--- config.mk ---
export PLATFORM = sky130hd
export DESIGN_NAME = mem_fill_arbiter_flat
export DESIGN_NICKNAME = d
export VERILOG_FILES = /design/src/rtl/mem_fill_if.sv /design/src/rtl/mem_fill_arbiter.sv /design/src/flat_wrapper.sv
export SDC_FILE = /design/constraint.sdc
export NUM_CORES = 1
export LEC_CHECK = 0
export CAP_MARGIN = 20
export CELL_PAD_IN_SITES_DETAIL_PLACEMENT = 0
export CELL_PAD_IN_SITES_GLOBAL_PLACEMENT = 1
export CORE_MARGIN = 3
export CORE_UTILIZATION = 44
export CTS_CLUSTER_DIAMETER = 80
export DETAILED_ROUTE_END_ITERATION = 12
export DONT_BUFFER_PORTS = 1
export GPL_TIMING_DRIVEN = 0
export MAX_ROUTING_LAYER = met4
export PLACE_DENSITY = 0.79
export SLEW_MARGIN = 40
export SYNTH_ARGS = -nofsm -noshare
export SYNTH_HDL_FRONTEND = slang
export SYNTH_SLANG_ARGS = --single-unit
--- constraint.sdc ---
create_clock -name clk -period 2.7 [get_ports clk]
set_clock_uncertainty 0.15 [all_clocks]
set_input_delay 0.405 -clock clk [delete_from_list [all_inputs] [get_ports clk]]
set_output_delay 0.405 -clock clk [all_outputs]
set_load 0.01 [all_outputs]
--- src/rtl/mem_fill_if.sv ---
// Request / memory / cache-fill bundle of the memory fill arbiter.
// slave: the arbiter side. master: requesters, memory and caches.
interface mem_fill_if #(
  parameter int WORDS_PER_BLK = 8,
  parameter int ADDR_W        = 16
);
  localparam int CW = $clog2(WORDS_PER_BLK);

  logic              i_req;
  logic [ADDR_W-1:0] i_addr;
  logic              d_req;
  logic              d_wr;
  logic [ADDR_W-1:0] d_addr;
  logic [15:0]       d_wdata;
  logic              mem_en;
  logic              mem_wr;
  logic [ADDR_W-1:0] mem_addr;
  logic [15:0]       mem_wdata;
  logic [15:0]       mem_rdata;
  logic              mem_valid;
  logic [15:0]       fill_data;
  logic [CW-1:0]     fill_word;
  logic              i_fill_we;
  logic              d_fill_we;
  logic              i_done;
  logic              d_done;
  logic              busy;

  modport slave (
    input  i_req, i_addr, d_req, d_wr, d_addr, d_wdata, mem_rdata, mem_valid,
    output mem_en, mem_wr, mem_addr, mem_wdata, fill_data, fill_word,
           i_fill_we, d_fill_we, i_done, d_done, busy
  );

  modport master (
    output i_req, i_addr, d_req, d_wr, d_addr, d_wdata, mem_rdata, mem_valid,
    input  mem_en, mem_wr, mem_addr, mem_wdata, fill_data, fill_word,
           i_fill_we, d_fill_we, i_done, d_done, busy
  );
endinterface

--- src/rtl/mem_fill_arbiter.sv ---
// Arbiter sharing one pipelined main memory between I-side and D-side miss
// handlers: block fills (one word address per cycle, returns steered to the
// owning cache) and single-cycle D-side write-through stores.
// Optional build macro ROUND_ROBIN_EN: ties alternate between sides instead
// of D-side always winning.
module mem_fill_arbiter #(
  parameter int WORDS_PER_BLK = 8,
  parameter int ADDR_W        = 16
) (
  input logic        clk,
  input logic        rst,
  mem_fill_if.slave  bus
);
  localparam int CW = $clog2(WORDS_PER_BLK);
  localparam logic [CW-1:0]     LAST_WORD = CW'(WORDS_PER_BLK - 1);
  // clears the byte offset within the block (word offset plus byte bit)
  localparam logic [ADDR_W-1:0] BLK_MASK  = {ADDR_W{1'b1}} << (CW + 1);

  localparam logic [2:0] S_IDLE  = 3'd0;
  localparam logic [2:0] S_ISSUE = 3'd1;
  localparam logic [2:0] S_DRAIN = 3'd2;
  localparam logic [2:0] S_WRITE = 3'd3;
  localparam logic [2:0] S_DONE  = 3'd4;

  logic [2:0]        state;
  logic              owner;      // 1 = D-side, 0 = I-side
  logic [ADDR_W-1:0] addr_q;     // block base for fills, raw address for stores
  logic [15:0]       wdata_q;
  logic [CW-1:0]     issue_cnt;
  logic [CW-1:0]     recv_cnt;
  logic              grant_d;
  logic              grant_i;
  logic              rtn;
  logic              last_rtn;

`ifdef ROUND_ROBIN_EN
  logic              last_grant; // 1 = D-side granted most recently

  // tie goes to the side not granted last
  always_comb begin
    grant_d = bus.d_req & (~bus.i_req | ~last_grant);
    grant_i = bus.i_req & ~grant_d;
  end

  // remember the most recent winner, contested or not
  always_ff @(posedge clk) begin
    if (rst)
      last_grant <= 1'b0;
    else if (state == S_IDLE && (grant_d || grant_i))
      last_grant <= grant_d;
  end
`else
  // fixed priority: D-side beats I-side
  always_comb begin
    grant_d = bus.d_req;
    grant_i = bus.i_req & ~bus.d_req;
  end
`endif

  // a return only counts while a fill is outstanding; stale or surplus
  // valids in IDLE/WRITE/DONE never reach a cache
  assign rtn      = bus.mem_valid && (state == S_ISSUE || state == S_DRAIN);
  assign last_rtn = rtn && (recv_cnt == LAST_WORD);

  // grant, issue/return counting and state sequencing
  always_ff @(posedge clk) begin
    if (rst) begin
      state     <= S_IDLE;
      owner     <= 1'b0;
      addr_q    <= '0;
      wdata_q   <= '0;
      issue_cnt <= '0;
      recv_cnt  <= '0;
    end else begin
      if (rtn) recv_cnt <= recv_cnt + 1'b1;
      case (state)
        S_IDLE: begin
          issue_cnt <= '0;
          recv_cnt  <= '0;
          if (grant_d) begin
            owner   <= 1'b1;
            addr_q  <= bus.d_wr ? bus.d_addr : (bus.d_addr & BLK_MASK);
            wdata_q <= bus.d_wdata;
            state   <= bus.d_wr ? S_WRITE : S_ISSUE;
          end else if (grant_i) begin
            owner  <= 1'b0;
            addr_q <= bus.i_addr & BLK_MASK;
            state  <= S_ISSUE;
          end
        end
        S_ISSUE: begin
          issue_cnt <= issue_cnt + 1'b1;
          // zero-latency memory can deliver the final word while still issuing
          if (last_rtn)                    state <= S_DONE;
          else if (issue_cnt == LAST_WORD) state <= S_DRAIN;
        end
        S_DRAIN: if (last_rtn) state <= S_DONE;
        S_WRITE: state <= S_DONE;
        S_DONE:  state <= S_IDLE;
        default: state <= S_IDLE;
      endcase
    end
  end

  assign bus.mem_en    = (state == S_ISSUE) || (state == S_WRITE);
  assign bus.mem_wr    = (state == S_WRITE);
  // issue_cnt is zero in WRITE, so a store goes out at its latched address
  assign bus.mem_addr  = addr_q + ADDR_W'({issue_cnt, 1'b0});
  assign bus.mem_wdata = wdata_q;
  assign bus.fill_data = bus.mem_rdata;
  assign bus.fill_word = recv_cnt;
  assign bus.i_fill_we = rtn & ~owner;
  assign bus.d_fill_we = rtn & owner;
  assign bus.i_done    = (state == S_DONE) & ~owner;
  assign bus.d_done    = (state == S_DONE) & owner;
  assign bus.busy      = (state != S_IDLE);
endmodule
--- src/flat_wrapper.sv ---
// flat-port wrapper written by rule: the top's interface ports become plain ports
module mem_fill_arbiter_flat 
#(
  parameter int WORDS_PER_BLK = 8,
  parameter int ADDR_W        = 16
)
  (clk, rst, bus_i_req, bus_i_addr, bus_d_req, bus_d_wr, bus_d_addr, bus_d_wdata, bus_mem_rdata, bus_mem_valid, bus_mem_en, bus_mem_wr, bus_mem_addr, bus_mem_wdata, bus_fill_data, bus_fill_word, bus_i_fill_we, bus_d_fill_we, bus_i_done, bus_d_done, bus_busy);
  mem_fill_if #(.WORDS_PER_BLK(WORDS_PER_BLK), .ADDR_W(ADDR_W)) bus_i ();
  input logic clk;
  input logic rst;
  input wire logic [$bits(bus_i.i_req)-1:0] bus_i_req;
  input wire logic [$bits(bus_i.i_addr)-1:0] bus_i_addr;
  input wire logic [$bits(bus_i.d_req)-1:0] bus_d_req;
  input wire logic [$bits(bus_i.d_wr)-1:0] bus_d_wr;
  input wire logic [$bits(bus_i.d_addr)-1:0] bus_d_addr;
  input wire logic [$bits(bus_i.d_wdata)-1:0] bus_d_wdata;
  input wire logic [$bits(bus_i.mem_rdata)-1:0] bus_mem_rdata;
  input wire logic [$bits(bus_i.mem_valid)-1:0] bus_mem_valid;
  output wire logic [$bits(bus_i.mem_en)-1:0] bus_mem_en;
  output wire logic [$bits(bus_i.mem_wr)-1:0] bus_mem_wr;
  output wire logic [$bits(bus_i.mem_addr)-1:0] bus_mem_addr;
  output wire logic [$bits(bus_i.mem_wdata)-1:0] bus_mem_wdata;
  output wire logic [$bits(bus_i.fill_data)-1:0] bus_fill_data;
  output wire logic [$bits(bus_i.fill_word)-1:0] bus_fill_word;
  output wire logic [$bits(bus_i.i_fill_we)-1:0] bus_i_fill_we;
  output wire logic [$bits(bus_i.d_fill_we)-1:0] bus_d_fill_we;
  output wire logic [$bits(bus_i.i_done)-1:0] bus_i_done;
  output wire logic [$bits(bus_i.d_done)-1:0] bus_d_done;
  output wire logic [$bits(bus_i.busy)-1:0] bus_busy;
  assign bus_i.i_req = bus_i_req;
  assign bus_i.i_addr = bus_i_addr;
  assign bus_i.d_req = bus_d_req;
  assign bus_i.d_wr = bus_d_wr;
  assign bus_i.d_addr = bus_d_addr;
  assign bus_i.d_wdata = bus_d_wdata;
  assign bus_i.mem_rdata = bus_mem_rdata;
  assign bus_i.mem_valid = bus_mem_valid;
  assign bus_mem_en = bus_i.mem_en;
  assign bus_mem_wr = bus_i.mem_wr;
  assign bus_mem_addr = bus_i.mem_addr;
  assign bus_mem_wdata = bus_i.mem_wdata;
  assign bus_fill_data = bus_i.fill_data;
  assign bus_fill_word = bus_i.fill_word;
  assign bus_i_fill_we = bus_i.i_fill_we;
  assign bus_d_fill_we = bus_i.d_fill_we;
  assign bus_i_done = bus_i.i_done;
  assign bus_d_done = bus_i.d_done;
  assign bus_busy = bus_i.busy;
  mem_fill_arbiter #(.WORDS_PER_BLK(WORDS_PER_BLK), .ADDR_W(ADDR_W)) u_core (.clk(clk), .rst(rst), .bus(bus_i));
endmodule
# Yosys cells after proc, flatten, opt, wreduce, memory -nomap -nowiden
# Cells that the tools add are included.
# totals
latch_bits,0
reg_bits,42
mem_count,0
inputBits,70
word_cells,50
ramBits,0
mem_bits_ro,0
output_inout_bits,58
# classes
n_bitwise,7
shift,0
div_mod_pow,0
multipliers,0
mux,13
addsub,3
eq_ne,9
n_lt_le_gt_ge,0
reduce_logical,12
# op_table
operator,n
two-way mux 16 bit,2
adder 16 x 4 -> 16 bit,1
two-way mux 3 bit,5
one-hot mux 3 bit (4 select lines),1
== test 3 bit (second input constant),3
adder 3 x 1 -> 3 bit (second input constant),2
== test 3 x 2 -> 1 bit (second input constant),2
inequality test 3 x 2 -> 1 bit (second input constant),2
one-hot mux 3 bit (2 select lines),1
AND 1 bit,5
two-way mux 4 bit,1
AND reduction 2 bit,2
nonzero test 2 bit,2
== test 3 x 1 -> 1 bit (second input constant),1
logical NOT 3 bit,1
AND reduction 3 bit,1
nonzero test 3 bit,1
logical AND 1 bit,2
logical OR 1 bit,2
two-way mux 1 bit,2
two-way mux 2 bit,1
inequality test 2 x 1 -> 1 bit (second input constant),1
inverter 1 bit,2
OR reduction 2 bit,1

# Longest topological paths before layout
# logic_depth
depth_word,6
mapped_depth,7
mapped_depth_nobuf,7

# Least setup slack after synthesis
# Ideal clock, no wire load.
# synth_path
kind,reg2out
start,register u_core.issue_cnt[0]
end,output bus_mem_addr[15]
t_required_ns,2.145
stages_incl_launch_ff,8
arrival_time_ns,1.695
setup_slack_ns,0.450
n_path_buf,0
path_cell_list,dfxtp_1 ha_1 inv_1 fa_1 nor2b_1 o211ai_1 nor3_1 xor2_1
# synth_between
elab_chain_len,1
# synth_rtl
element,line,source
start: declaration,mem_fill_arbiter.sv:29,logic [CW-1:0] issue_cnt;
start signal: assignment,mem_fill_arbiter.sv:92,issue_cnt <= issue_cnt + 1'b1;
adder 16 x 4 -> 16 bit,mem_fill_arbiter.sv:108,"assign bus.mem_addr = addr_q + ADDR_W'({issue_cnt, 1'b0});"
end: declaration,flat_wrapper.sv:21,output wire logic [$bits(bus_i.mem_addr)-1:0] bus_mem_addr;
# No other way between the ends.

# Worst setup path in the final report
# layout_path
start,register u_core.issue_cnt[0]
end,output bus_mem_addr[11]
# The elaborated chain is that of the path after synthesis.

==> results.toml <==
[detailed_routing]
dr.pass1.iters = 4
num_vias = 1822
top_layer_used = "met4"
drtAntennaViolNets = 0
met3_length_um = 434
routed_wl_um = 5070
drtIter0Drc = 58
met2_length_um = 2430
wire_per_inst_um = 14.9
drt-met1-wl_um = 2160
vias_per_cell = 5.36
drc = 0

[floorplan]
start_util = 0.469
dieArea_sq_um = 6070
core_sq_um = 4850
die_height_um = 77.9
io_pins = 128
die_width_um = 77.9
rows = 25

[power_and_ir_drop]
p_sw_frac = 0.405
p_int_w = 0.00132
peakVddDrop_v = 0.000458
p_switching_w = 0.000897
p_clk_frac = 0.188
power.total_w = 0.00221
p_per_area_nw_per_um2 = 889
p_comb_frac = 0.392
p_leak_nw = 1.01
sequentialPowerShare = 0.421

[final_layout]
stdcell_area_sq_um = 2490
regArea_sq_um = 845
n_antenna_cell = 0
syn_to_final_growth_pct = 9.52
nFillCells = 506
multiInputGateArea_sq_um = 1230
fin_cells = 340
layout-drive-gt1-share = 0.187
finalNetCount = 350

[sta]
worst_pin_slew_ns = 0.756
fmax_ghz = 0.390
rsz0062_at_grt = "false"
slew_viol_final = 0
period_share = 0.949
hold_viol_final = 0
period_needed_ns = 2.56
whs_ns = 0.0886
tns_ns = 0
setup_viol = 0
slew_headroom = 0.490

[clock_tree]
numCtsBuffers = 5
ctsHoldBuffers = 0
clk_latency_ns = 0.29
cts_tree = "done"
cts-root-buf = "clkbuf_8"
clock_path_buffers = 2
clock_sinks = 42
htree_num_levels = 2
clk_pin_slew_ns = 0.08

[logic_synthesis]
async_flop_share = 0
yosys.area.top_type_share = 0.370
synth_nets = 343
synth_area_leaders = "dfxtp_1 (37%), nand2_1 (6.3%), mux2i_1 (6.2%)"
yosysMostFrequentCell = "dfxtp_1"
synth.avg_cell_area_sq_um = 8.58
synth_edf_count = 0
yosysUniqueCellTypes = 39
synth_cells = 265
synth-seq-cells = 42
synth_area_sq_um = 2270
synth_common_cells = "dfxtp_1 (42), nand2_1 (38), nor2_1 (27), a21oi_1 (22), buf_4 (18)"
synthAdderAreaFrac = 0.0473
synth_top_family_by_area = "simple AND/OR/NAND/NOR gates"
synthXorXnorAreaFrac = 0.0578
ys_seq_area_frac = 0.370
synthMuxAreaShare = 0.0616
yosysWarnings = 0
ys.flop_type = "dfxtp_1"
yosys.area_share.simple = 0.203
synth_compound_area_frac = 0.157
yosysTopAreaCell = "dfxtp_1"

[global_route]
grt_first_pass_wirelength_um = 8110
grt_usage = 0.173
grt.overflow.total = 0
grt_max_degree = 13
grt_pass1_vias = 1750
antenna_found_initial = 0

[setup_path]
worst_setup_path_end_kind = "primary output"
worstPathRequired_ns = 2.14
path_max_fanout = 4
critPathLaunchType = "flip-flop"
worstPathArrival_ns = 2.01
crit_type = "flip-flop to primary output"

[placed_design]
place_area_sq_um = 2360
gp_congestion = 0.739
dp.cells = 332
post-dp-hpwl_um = 3910
portBuffers = 0

[worst_hold_path]
hold_class = "primary input to flip-flop"

[run_status]
status = "complete, no violations"

[flow_run]
cap_viol_max_count = 0
kinds of logic (layout without fill, tap and decap cells):
group           after synthesis  in the layout
simple gates                 95             95
mux                          14             14
xor+xnor                     15             15
fa+ha+maj                     8              8
buf+inv                      39             47
flops                        42             42
compound gates               52             52
power groups by stage:
| stage | registers (W) | clock network [W] | logic (W) |
|---|---|---|---|
| detailed placement | 0.000939 | 0 | 0.000872 |
| CTS | 0.000927 | 0.000431 | 0.000872 |
| floorplan | 0.000907 | 0 | 0.000725 |
| global placement | 0.000937 | 0 | 0.000864 |
| global route | 0.000956 | 0.000459 | 0.000978 |
| finish | 0.000932 | 0.000415 | 0.000868 |
per-layer routing:
| layer | vias up | GRT usage |
|---|---|---|
| li1 | 900 | - |
| met3 | 5 | 0.0568 |
| met5 | - | - |
| met2 | 80 | 0.281 |
| met4 | 0 | 0.0420 |
| met1 | 837 | 0.208 |
flip-flops by register name (all words and copies together) (netlist names):
| register | count |
|---|---|
| u_core.addr_q | 16 |
| u_core.bus.mem_wdata | 16 |
| u_core.bus.fill_word | 3 |
| u_core.issue_cnt | 3 |
| u_core.state | 3 |
| u_core.owner | 1 |
layout make-up:
| class | instances | area share |
|---|---|---|
| multi-input cells | 184 | 0.496 |
| clock inverters | 1 | 0.00201 |
| well taps | 67 | 0.0337 |
| clock buffers | 7 | 0.0347 |
| flip-flops and latches | 42 | 0.339 |
| inverters | 6 | 0.00904 |
| plain buffers | 33 | 0.0859 |
final timing paths:
kind                              to  cells past startpoint                    start  slack [ns]
min          u_core.bus.mem_wdata[4]                      2           bus_d_wdata[4]        0.09
min reg2reg  u_core.bus.mem_wdata[8]                      2  u_core.bus.mem_wdata[8]        0.35
max                 bus_mem_addr[11]                      7      u_core.issue_cnt[0]        0.14
max reg2reg  u_core.bus.mem_wdata[7]                      6          u_core.state[2]        0.83
through the flow:
stage | setup slack (ns) | util
6_report | 0.137 | 0.514
5_1_grt | 0.0105 | 0.514
4_1_cts | 0.0449 | 0.507
3_5_place_dp | 0.196 | 0.486
3_3_place_gp | 0.194 | 0.486
2_1_floorplan | 0.450 | -
layout by cell type, fill, tap and decap left out, types with 7 or more instances in the layout:
master	netlist	routed
xnor2_1	10	9
buf_4	18	18
nor2_1	27	27
clkbuf_1	6	7
nand2_1	38	38
a21oi_1	22	22
ha_1	7	7
a211oi_1	7	7
mux2i_1	14	14
dfxtp_1	42	41
critical path, cell delays in order, from the launching register on:
cell and delay [ns]:
dfxtp_4 0.36, ha_1 0.17, inv_1 0.06, fa_2 0.37
nor2b_4 0.14, o211a_1 0.22, nand3_1 0.11, xnor2_1 0.30
repair_timing:
item	4_1_cts	5_1_grt
gates resized for setup	3	6
pin swaps	2	3
buffers inserted	0	0
setup endpoints to repair	3	5
No activity file was read; power rests on OpenSTA's default activity.
